===== config.mk =====
export PLATFORM = sky130hd
export DESIGN_NAME = instr_fetch_unit
export DESIGN_NICKNAME = d
export VERILOG_FILES = /design/src/rtl/instr_fetch_unit.sv
export SDC_FILE = /design/constraint.sdc
export NUM_CORES = 1
export LEC_CHECK = 0
export ABC_AREA = 1
export BUFFER_PORTS_ARGS = -buffer_cell sky130_fd_sc_hd__buf_2
export CAP_MARGIN = 20
export CORE_MARGIN = 1
export CORE_UTILIZATION = 40
export CTS_CLUSTER_DIAMETER = 40
export DETAILED_ROUTE_END_ITERATION = 12
export GPL_ROUTABILITY_DRIVEN = 0
export PLACE_DENSITY = 0.68
export RECOVER_POWER = 100
export SETUP_SLACK_MARGIN = 0.15
export SLEW_MARGIN = 10
export SYNTH_ARGS = -nofsm -noshare
export SYNTH_HDL_FRONTEND = slang
export SYNTH_SLANG_ARGS = --single-unit

===== constraint.sdc =====
create_clock -name clk -period 4.2 [get_ports clk]
set_clock_uncertainty 0.15 [all_clocks]
set_input_delay 0.42 -clock clk [delete_from_list [all_inputs] [get_ports clk]]
set_output_delay 0.42 -clock clk [all_outputs]
set_load 0.005 [all_outputs]

===== src/rtl/instr_fetch_unit.sv =====
// Instruction fetch front end: PC, single-outstanding imem handshake, held instr.
// Define MISALIGN_TRAP_EN to trap on next-PC bit[1]=1 instead of truncating.
module instr_fetch_unit #(
  parameter logic [31:0] RESET_PC      = 32'h0000_0000,
  parameter int          FETCH_TIMEOUT = 255
) (
  input  logic        clk,
  input  logic        rst_n,
  output logic        imem_req,
  output logic [31:0] imem_addr,
  input  logic        imem_gnt,
  input  logic        imem_rvalid,
  input  logic [31:0] imem_rdata,
  output logic        instr_valid,
  input  logic        instr_ready,
  output logic [31:0] instr,
  output logic [6:0]  op,
  output logic [2:0]  funct3,
  output logic [6:0]  funct7,
  output logic [4:0]  rd,
  output logic [4:0]  rs1,
  output logic [4:0]  rs2,
  output logic [31:0] pc_out,
  input  logic [1:0]  pc_src,
  input  logic [31:0] branch_target,
  input  logic [31:0] jalr_target,
  output logic        fetch_err,
  output logic        misalign_err
);

  localparam logic [31:0] NOP = 32'h0000_0013;
  localparam logic [7:0]  TO  = FETCH_TIMEOUT[7:0];

  typedef enum logic [1:0] {
    S_FETCH,
    S_WAIT,
    S_HOLD,
    S_ERR
  } state_t;

  state_t      state;
  logic [31:0] pc;
  logic [7:0]  cnt;
  logic [7:0]  cnt_nxt;
  logic [31:0] next_pc;
  logic [31:0] tgt;
  logic        mis;
  logic        mis_q;

  assign cnt_nxt = cnt + 8'd1;

  always_comb begin
    next_pc = pc_out + 32'd4;
    unique case (1'b1)
      pc_src == 2'b01: next_pc = branch_target;
      pc_src == 2'b10: next_pc = jalr_target & 32'hFFFF_FFFE;
      default:         next_pc = pc_out + 32'd4;
    endcase
  end

`ifdef MISALIGN_TRAP_EN
  assign tgt = next_pc;
  assign mis = next_pc[1];
`else
  assign tgt = next_pc & 32'hFFFF_FFFC;
  assign mis = 1'b0;
`endif

  always_ff @(posedge clk or negedge rst_n) begin
    if (!rst_n) begin
      state       <= S_FETCH;
      pc          <= RESET_PC;
      pc_out      <= RESET_PC;
      instr       <= NOP;
      instr_valid <= 1'b0;
      cnt         <= 8'd0;
      fetch_err   <= 1'b0;
      mis_q       <= 1'b0;
    end else begin
      unique case (state)
        S_FETCH: begin
          if (imem_gnt) begin
            state <= S_WAIT;
            cnt   <= 8'd0;
          end
        end
        S_WAIT: begin
          if (imem_rvalid) begin
            instr       <= imem_rdata;
            pc_out      <= pc;
            instr_valid <= 1'b1;
            state       <= S_HOLD;
          end else begin
            cnt <= cnt_nxt;
            if (cnt_nxt == TO) begin
              fetch_err <= 1'b1;
              state     <= S_ERR;
            end
          end
        end
        S_HOLD: begin
          if (instr_ready) begin
            pc          <= tgt;
            instr_valid <= 1'b0;
            if (mis) begin
              mis_q <= 1'b1;
              state <= S_ERR;
            end else begin
              state <= S_FETCH;
            end
          end
        end
        S_ERR: begin
          state <= S_ERR;
        end
      endcase
    end
  end

  // Request is gated by rst_n so it stays low while reset is held.
  assign imem_req     = rst_n && (state == S_FETCH);
  assign imem_addr    = pc;
  assign misalign_err = mis_q;

  assign op     = instr[6:0];
  assign rd     = instr[11:7];
  assign funct3 = instr[14:12];
  assign rs1    = instr[19:15];
  assign rs2    = instr[24:20];
  assign funct7 = instr[31:25];

endmodule

==> metrics.csv, run 1 <==
stage;metric;value;unit
clock_tree;cts_buffers;9;
synthesis;ys_dominant_reg_cell;dfrtp_1;
worst_setup_path;r2r_slack;1.60;ns
synthesis;postSynthCellCount;727;
worst_setup_path;start_kind;input pin;
pwr;power.leakage;3.44;nW
grt;grt_pass1_wl;24000;um
finish;layout_common_cells;nand2_1, buf_2, clkbuf_1;
clock_tree;ctsHoldBuffers;1;
grt;grt_pass1_vias;4744;
clock_tree;post_cts_buffers;0;
sta;finalSetupViolCount;0;
worst_setup_path;reg2reg_depth;4;
finish;drive_gt1_share;21.2;%
finish;nNetsFinal;1019;
worst_hold_path;hold_path.class;in2reg;
placement;dp_hpwl;11600;um
worst_setup_path;worstReg2RegEnd;instr[11];
finish;syn_to_final_growth;19.9;%
clock_tree;cts.clk_slew.worst_paths;0.07;ns
synthesis;async_reset_ff_share;100;%
drt;ant_nets;0;
worst_hold_path;holdPathStages;2;
clock_tree;clk_latency;0.35;ns
grt;overflow;0;
placement;post_dp_cell_area;6870;um2
sta;grt_setup_unrepaired;false;
die;die_x;123;um
worst_setup_path;worst_ep_arrival_time;2.83;ns
die;ios;235;
drt;first_iter_violations;200;
placement;dp.cells;1079;
sta;drv_slew;93;
die;core-area;14100;um2
finish;mostFrequentLayoutCell;nand2_1;
outcome;outcome;complete, but fails checks;
synthesis;syn_area_per_cell;8.06;um2
worst_hold_path;hold_end;instr[19];
drt;wirelength;15700;um
grt;grt.total_usage;21.0;%
synthesis;yosys_register_bits;104;
clock_tree;cts.sinks;104;
placement;post-place-ws;1.99;ns
worst_hold_path;hold_path_startpoint;imem_rdata[19];
worst_setup_path;r2r_start;state[0];
flow_run;maxCapViolations;1;
synthesis;yosys_warnings;0;
synthesis;synth_cell_type_count;34;
grt;grt_max_degree;93;
clock_tree;cts_tree;done;
drt;vias;5277;
clock_tree;cts_htree_levels;3;
clock_tree;root_buffer;clkbuf_16;
sta;hold_viol;0;
worst_setup_path;path_max_fanout;27;
clock_tree;cts_resized;0;
sta;worst_slack;1.48;ns
drt;drtPass1Iterations;4;
sta;fmax;368;MHz
grt;antenna_found_initial;0;
sta;tightest_slew;1.75;ns
sta;period_minus_slack;2.72;ns
outcome;violations;max-capacitance violations, max-slew violations;
drt;wl_per_cell;14.3;um
placement;portBuffers;225;
die;dieArea;15100;um2
finish;finalNonFillerCells;1095;
die;start_util;41.6;%
sta;fin_tns_setup;0;ns
worst_setup_path;end_kind;flop;
finish;final_util;49.9;%
drt;drc;0;
die;row_count;43;
drt;via_per_inst;4.82;
synthesis;synthesis.area;5860;um2
clock_tree;clock_path_buffers;2;
worst_setup_path;required;4.31;ns
finish;antenna_cells;0;
synthesis;yosysSeqAreaShare;44.5;%
pwr;max-vdd-ir-drop;239;uV
die;dieHeight;123;um
synthesis;synth_edf_count;0;
pwr;power_density;649;nW/um2
finish;final_area;7030;um2
sta;fin_crit_sh;64.7;%
sta;relSlewSlack;-16.5;%
worst_setup_path;critical_path_class;in2reg;
## how the worst max path moves through the flow
stage,start,slack (ns),end
after floorplan,pc_src[0],2.42,imem_addr[2]
after global placement,pc_src[1],2.02,imem_addr[31]
final,pc_src[0],1.48,imem_addr[9]
after global routing,rst_n,1.18,instr[5]
after detailed placement,pc_src[1],1.99,imem_addr[31]
after CTS,rst_n,1.79,imem_req
## worst max-delay path: stages
cell and delay (ns):
clkbuf_1 0.11, inv_1 0.05, ha_1 0.27, clkbuf_1 0.99
clkinv_1 0.25, buf_4 0.31, a21oi_1 0.13, o21ai_0 0.13
a22oi_1 0.16
## kinds of logic after synthesis
family                     Yosys count  share of synthesized area (%)
and+or+nand+nor                    318                           22.7
muxes                               34                           6.53
AOI/OAI and AO/OA                  113                           11.4
xor gates and xnor gates            11                           1.64
DFF                                104                           44.5
adders and majority gates            5                           1.07
buffers and inverters              141                           12.2
other                                1                         0.0640
## layout make-up
class / count / area, um2
clock buffers: 10 / 239
clock inverters: 5 / 57.6
fillers: 1502 / 7070
inverters: 77 / 289
multi-input cells: 486 / 2560
flip-flops and latches: 104 / 2610
well taps: 180 / 225
repair buffers: 233 / 1050
## power by group
| group | total [mW] | internal [mW] | switching (mW) |
|---|---|---|---|
| Clock | 0.845 | 0.475 | 0.370 |
| Sequential | 1.94 | 1.48 | 0.459 |
| Combinational | 1.77 | 0.790 | 0.984 |
## through the flow
| stage | power [mW] | hold slack [ns] |
|---|---|---|
| 6_report | 4.56 | 0.147 |
| 2_1_floorplan | 3.12 | -0.0256 |
| 3_3_place_gp | 3.82 | 0.309 |
| 4_1_cts | 4.73 | 0.136 |
| 5_1_grt | 4.99 | 0.137 |
| 3_5_place_dp | 3.87 | 0.316 |
## Yosys cell counts (all sizes together) (3+ instances only)
| master | number | area [um2] |
|---|---|---|
| o211ai | 4 | 30.0 |
| dfrtp | 101 | 2530 |
| nor2 | 60 | 268 |
| nand4 | 5 | 31.3 |
| xor2 | 8 | 70.1 |
| mux2 | 34 | 383 |
| nand3 | 43 | 225 |
| dfstp | 3 | 78.8 |
| clkbuf | 13 | 48.8 |
| o21ai | 46 | 230 |
| ha | 5 | 62.6 |
| buf | 51 | 375 |
| a21boi | 5 | 37.5 |
| nand2 | 208 | 791 |
| a22o | 15 | 131 |
| o22ai | 3 | 18.8 |
| inv | 76 | 285 |
| a21oi | 33 | 165 |
| xnor2 | 3 | 26.3 |
## routing by layer
metal	global-route usage (%)	up-vias	wire length, um
li1	-	2675	-
met1	27.3	2400	7160
met2	35.6	192	7300
met3	4.43	10	1060
met4	4.97	0	164
met5	0	-	0
## flip-flops by register name, indices dropped and copies added (netlist names)
| signal | count |
|---|---|
| instr | 32 |
| imem_addr | 30 |
| pc_out | 30 |
| cnt | 8 |
| state | 2 |
| fetch_err | 1 |
| instr_valid | 1 |
No activity file was read; power rests on OpenSTA's default activity.
==> run 2, diff against run 1 <==
Settings changed: ABC_AREA 1 to 0, PLACE_DENSITY 0.68 to 0.69.
Clock period 4.2 ns to 2.8 ns, I/O delays scaled along.
==> run 2 against run 1 <==
Core utilization increased by 1.3 points. Non-clock buffer count increased by 9. Total power increased by 49%. Global-route usage decreased by 0.26 points. The run now ends clean. Synthesized cell count decreased by 34%. Sequential power increased by 49%. Worst hold slack got worse by 0.13 ns. Area after synthesis decreased by 8.0%. First-iteration DRC count decreased by 14%. Worst setup slack got worse by 1.1 ns. Combinational power increased by 46%.
==> metrics.csv, run 2 <==
stage;metric;value;unit
synthesis;async_reset_ff_share;100;%
pwr;finalPower;6.79;mW
finish;mostFrequentLayoutCell;buf_2;
synthesis;yosys-top-cells-area;dfrtp_1, mux2_2, buf_4, a221oi_1, xor2_1;
grt;grt_max_degree;42;
outcome;outcome;finished, final reports clean;
worst_setup_path;start_kind;flop;
sta;finalSetupViolCount;0;
clock_tree;root_buffer;clkbuf_16;
worst_setup_path;r2r_start;state[0];
sta;relSlewSlack;16.6;%
clock_tree;cts_buffers;9;
die;core-area;13200;um2
finish;antenna_cells;0;
die;ios;235;
worst_setup_path;critPathCapture;imem_addr[12];
synthesis;synth_cell_type_count;46;
die;dieHeight;118;um
synthesis;synth-compound-area-share;14.5;%
finish;drive_gt1_share;39.5;%
die;die_x;118;um
worst_setup_path;worstReg2RegEnd;imem_addr[12];
flow_run;maxCapViolations;0;
synthesis;synth_xor_area_share;4.71;%
finish;finalNonFillerCells;852;
drt;ant_nets;0;
placement;dp_hpwl;10100;um
sta;fmax;407;MHz
sta;drv_slew;0;
die;row_count;42;
finish;largest_reg_flops;32;
finish;top_register;instr;
worst_setup_path;path_buf_inv;2;
drt;vias;4495;
placement;dp.cells;829;
drt;first_iter_violations;173;
synthesis;postSynthCellCount;477;
drt;drtPass1Iterations;4;
pwr;power.leakage;3.10;nW
drt;wl_per_cell;16.4;um
grt;grt.total_usage;20.7;%
synthesis;yosys_warnings;0;
grt;overflow;0;
clock_tree;clock_path_buffers;2;
worst_setup_path;crit_cells;6;
worst_setup_path;cp_slowest_cell;clkbuf_1;
worst_setup_path;critPathLaunch;state[0];
finish;nNetsFinal;779;
worst_setup_path;worst_ep_arrival_time;2.51;ns
worst_setup_path;slowest_delay;0.92;ns
clock_tree;cts_tree;done;
synthesis;synthAdderAreaFrac;1.16;%
worst_hold_path;hold_path.class;in2reg;
sta;hold_viol;0;
pwr;max-vdd-ir-drop;360;uV
worst_setup_path;required;2.85;ns
clock_tree;ctsHoldBuffers;4;
synthesis;yosys_register_bits;104;
synthesis;synth_top_family_by_area;compound AO/OA/AOI/OAI gates;
worst_setup_path;crit_family;buffers and inverters;
worst_setup_path;end_kind;flop;
clock_tree;cts.sinks;104;
drt;via_per_inst;5.28;
grt;antenna_found_initial;1;
synthesis;synthSimpleGateAreaFrac;10.4;%
sta;fin_crit_sh;87.7;%
clock_tree;cts.clk_slew.worst_paths;0.06;ns
synthesis;yosysTopAreaCell;dfrtp_1;
sta;tightest_slew;1.25;ns
synthesis;syn_area_per_cell;11.3;um2
placement;portBuffers;225;
synthesis;yosysMostFrequentCell;dfrtp_1;
sta;fin_tns_setup;0;ns
clock_tree;clk_latency;0.35;ns
synthesis;synthMuxAreaShare;13.1;%
grt;grt_pass1_wl;22800;um
worst_setup_path;reg2reg_depth;6;
drt;wirelength;13900;um
die;start_util;40.9;%
finish;syn_to_final_growth;25.1;%
worst_setup_path;path_max_fanout;28;
synthesis;synth.top_cells.by_count;dfrtp_1, mux2_2, buf_4;
worst_setup_path;crit_chain;inv_1 > nand3_1 > clkbuf_1 > nor3_1 > a21oi_1 > o21ai_0;
sta;period_minus_slack;2.46;ns
pwr;power_density;1010;nW/um2
synthesis;yosysSeqAreaShare;48.3;%
clock_tree;cts_htree_levels;3;
drt;drc;0;
die;dieArea;14000;um2
clock_tree;cts_resized;0;
grt;grt_pass1_vias;4412;
sta;grt_setup_unrepaired;false;
finish;layout_common_cells;buf_2, dfrtp_1, mux2_2;
synthesis;ys_dominant_reg_cell;dfrtp_1;
synthesis;synthesis.area;5390;um2
worst_setup_path;r2r_slack;0.34;ns
synthesis;synth_edf_count;0;
synthesis;netlist.area_leader.share;46.9;%
worst_setup_path;critical_path_class;reg2reg;
clock_tree;post_cts_buffers;0;
[run 2: cell types whose count changed in the layout (fill, tap and decap cells not counted), sizes merged, moves of 12 or more]
cell	change
a21oi	-23
xor2	+12
clkbuf	-43
buf	+52
nand2	-189
nand3	-21
a221oi	+30
a22o	-14
nor2	-38
mux2	+28
o21ai	-18
inv	-68
[run 2: how the worst min path moves through the flow]
stage / startpoint / to / slack [ns] / cells past startpoint
finish: imem_rdata[13] / instr[13] / 0.02 / 2
global route: imem_rdata[13] / instr[13] / 0.004 / 2
CTS: instr_ready / state[1] / 0.001 / 2
detailed placement: rst_n / pc_out[12] / 0.15 / 1
global placement: rst_n / imem_addr[8] / 0.14 / 1
floorplan: rst_n / cnt[0] / -0.17 / 0
[run 2: stage by stage]
stage | utilization, % | setup WS (ns) | area (um2) | hold slack (ns)
after floorplan | - | 0.833 | 5410 | -0.166
after global placement | 49.1 | 0.588 | 6470 | 0.137
after detailed placement | 49.1 | 0.541 | 6470 | 0.146
after CTS | 51.8 | 0.507 | 6830 | 0.00104
after global routing | 51.2 | 0.196 | 6750 | 0.00385
final | 51.2 | 0.344 | 6750 | 0.0179
[run 2: logic make-up after synthesis]
family	Yosys count
AOI/OAI and AO/OA	102
xor gates and xnor gates	29
adders and majority gates	5
buffers and inverters	71
DFF	104
muxes	63
other	1
and+or+nand+nor	102
[run 2: final cells by class]
class	count	area, um2
Fill cell	1235	6440
Sequential cell	104	2610
Multi-Input combinational cell	306	2350
Timing Repair Buffer	242	1220
Clock buffer	14	284
Tap cell	176	220
Clock inverter	2	35.0
Inverter	8	30.0
[run 2: routing by layer]
| layer | vias to the layer above | routed length, um | GRT usage [%] |
|---|---|---|---|
| li1 | 2100 | - | - |
| met5 | - | 17 | 0 |
| met3 | 19 | 787 | 3.59 |
| met2 | 183 | 6930 | 35.4 |
| met1 | 2191 | 5900 | 25.4 |
| met4 | 2 | 308 | 9.29 |
[run 2: where the power goes]
group | switching, mW | internal [mW] | total, mW | leakage, nW
sequential | 0.684 | 2.20 | 2.89 | 1.26
clock | 0.529 | 0.790 | 1.32 | 0.159
combinational | 1.22 | 1.36 | 2.58 | 1.68
==> run 3, diff against run 2 <==
Clock period 2.8 ns to 2.6 ns, I/O delays scaled along.
==> run 3 against run 2 <==
Sequential power rose by 8.7%. Register-to-register slack got worse by 0.05 ns. Fmax rose by 6.7%. Highest routed layer is now met4.
==> metrics.csv, run 3 (same netlist as run 2, synthesis figures left out) <==
stage;metric;value;unit
die;dieHeight;118;um
drt;drtPass1Iterations;4;
sta;finalSetupViolCount;0;
grt;grt_pass1_wl;23200;um
clock_tree;cts_resized;0;
clock_tree;cts.clk_slew.worst_paths;0.07;ns
finish;multi_input_area;2370;um2
finish;nNetsFinal;806;
clock_tree;ctsHoldBuffers;29;
worst_setup_path;critPathCapture;imem_addr[20];
sta;grt_setup_unrepaired;false;
clock_tree;cts_tree;done;
clock_tree;post_cts_buffers;0;
finish;top_register;instr;
die;dieArea;14000;um2
worst_setup_path;worst_ep_arrival_time;2.39;ns
worst_setup_path;critPathLaunch;pc_out[2];
drt;ant_nets;0;
pwr;max-vdd-ir-drop;439;uV
worst_setup_path;required;2.68;ns
placement;dp_hpwl;10000;um
sta;worst_slack;0.298;ns
sta;period_minus_slack;2.30;ns
sta;fmax;434;MHz
grt;antenna_found_initial;0;
clock_tree;clk_latency;0.34;ns
sta;hold_viol;0;
clock_tree;root_buffer;clkbuf_16;
drt;drc;0;
worst_setup_path;worstReg2RegEnd;imem_addr[20];
worst_setup_path;reg2reg_depth;7;
worst_setup_path;r2r_start;pc_out[2];
die;ios;235;
clock_tree;cts_buffers;9;
pwr;power_density;1050;nW/um2
die;die_x;118;um
clock_tree;clock_path_buffers;2;
finish;drive_gt1_share;38.1;%
die;core-area;13200;um2
flow_run;maxCapViolations;0;
die;start_util;40.9;%
worst_setup_path;start_kind;flop;
worst_hold_path;holdPathStages;2;
sta;fin_tns_setup;0;ns
placement;post-place-ws;0.372;ns
worst_hold_path;hold_path.class;in2reg;
finish;largest_reg_flops;32;
finish;fillers;1210;
sta;drv_slew;0;
grt;grt.total_usage;21.2;%
finish;syn_to_final_growth;29.7;%
pwr;power.leakage;3.20;nW
finish;mostFrequentLayoutCell;buf_2;
clock_tree;cts_htree_levels;3;
worst_setup_path;path_max_fanout;9;
die;row_count;42;
drt;first_iter_violations;189;
drt;vias;4591;
drt;via_per_inst;5.22;
drt;wirelength;14600;um
finish;antenna_cells;0;
drt;wl_per_cell;16.6;um
worst_setup_path;critical_path_class;reg2reg;
sta;relSlewSlack;6.25;%
worst_setup_path;r2r_slack;0.30;ns
clock_tree;cts.sinks;104;
placement;portBuffers;225;
grt;grt_pass1_vias;4492;
finish;area.sequential;2610;um2
sta;fin_crit_sh;88.5;%
outcome;outcome;finished, final reports clean;
grt;overflow;0;
worst_setup_path;end_kind;flop;
finish;layout_common_cells;buf_2, dfrtp_1, mux2_2;
grt;grt_max_degree;105;
sta;tightest_slew;1.41;ns
## run 3: critical path, stage by stage, from the launching register on
cell and delay (ns):
dfrtp_1 0.47, ha_1 0.30, inv_1 0.07, nor4_1 0.33, buf_4 0.25, nand4_1 0.12, xor2_1 0.17, a221oi_1 0.33
## run 3: where the power goes
part,total [mW],switching (mW),internal (mW)
logic,2.83,1.34,1.49
registers,3.14,0.760,2.37
clock network,1.36,0.587,0.772
total,7.32,2.69,4.63
## run 3: how the worst min path moves through the flow
| stage | to | startpoint | slack, ns |
|---|---|---|---|
| after floorplan | cnt[0] | rst_n | -0.19 |
| after global placement | pc_out[9] | rst_n | 0.24 |
| after detailed placement | pc_out[9] | rst_n | 0.25 |
| after CTS | instr[29] | imem_rdata[29] | 0.003 |
| after global routing | instr[29] | imem_rdata[29] | 0.01 |
| final | instr[29] | imem_rdata[29] | 0.03 |
## run 3: final cells by class
cell class | count | share of cell area, %
Clock buffer | 11 | 3.47
Clock inverter | 5 | 0.805
Inverter | 8 | 0.429
Multi-Input combinational cell | 306 | 33.8
Sequential cell | 104 | 37.3
Tap cell | 176 | 3.15
Timing Repair Buffer | 269 | 21.1
## run 3: metal layers
metal	part of all wire [%]	track usage (%)	vias to the layer above
li1	-	-	2154
met1	43	26.6	2233
met2	50	36.4	183
met3	5.2	3.39	21
met4	2.1	8.81	0
met5	0	0	-
## run 3: through the flow
| stage | std cells | utilization (%) | total power, mW | hold WS (ns) | instance area [um2] |
|---|---|---|---|---|---|
| finish | 879 | 53.0 | 7.32 | 0.0255 | 6990 |
| global route | 879 | 53.0 | 7.81 | 0.0123 | 6990 |
| CTS | 877 | 53.8 | 7.51 | 0.00310 | 7100 |
| detailed placement | 832 | 49.3 | 6.09 | 0.250 | 6510 |
| global placement | 832 | 49.3 | 5.99 | 0.243 | 6510 |
| floorplan | 481 | - | 4.92 | -0.186 | 5410 |
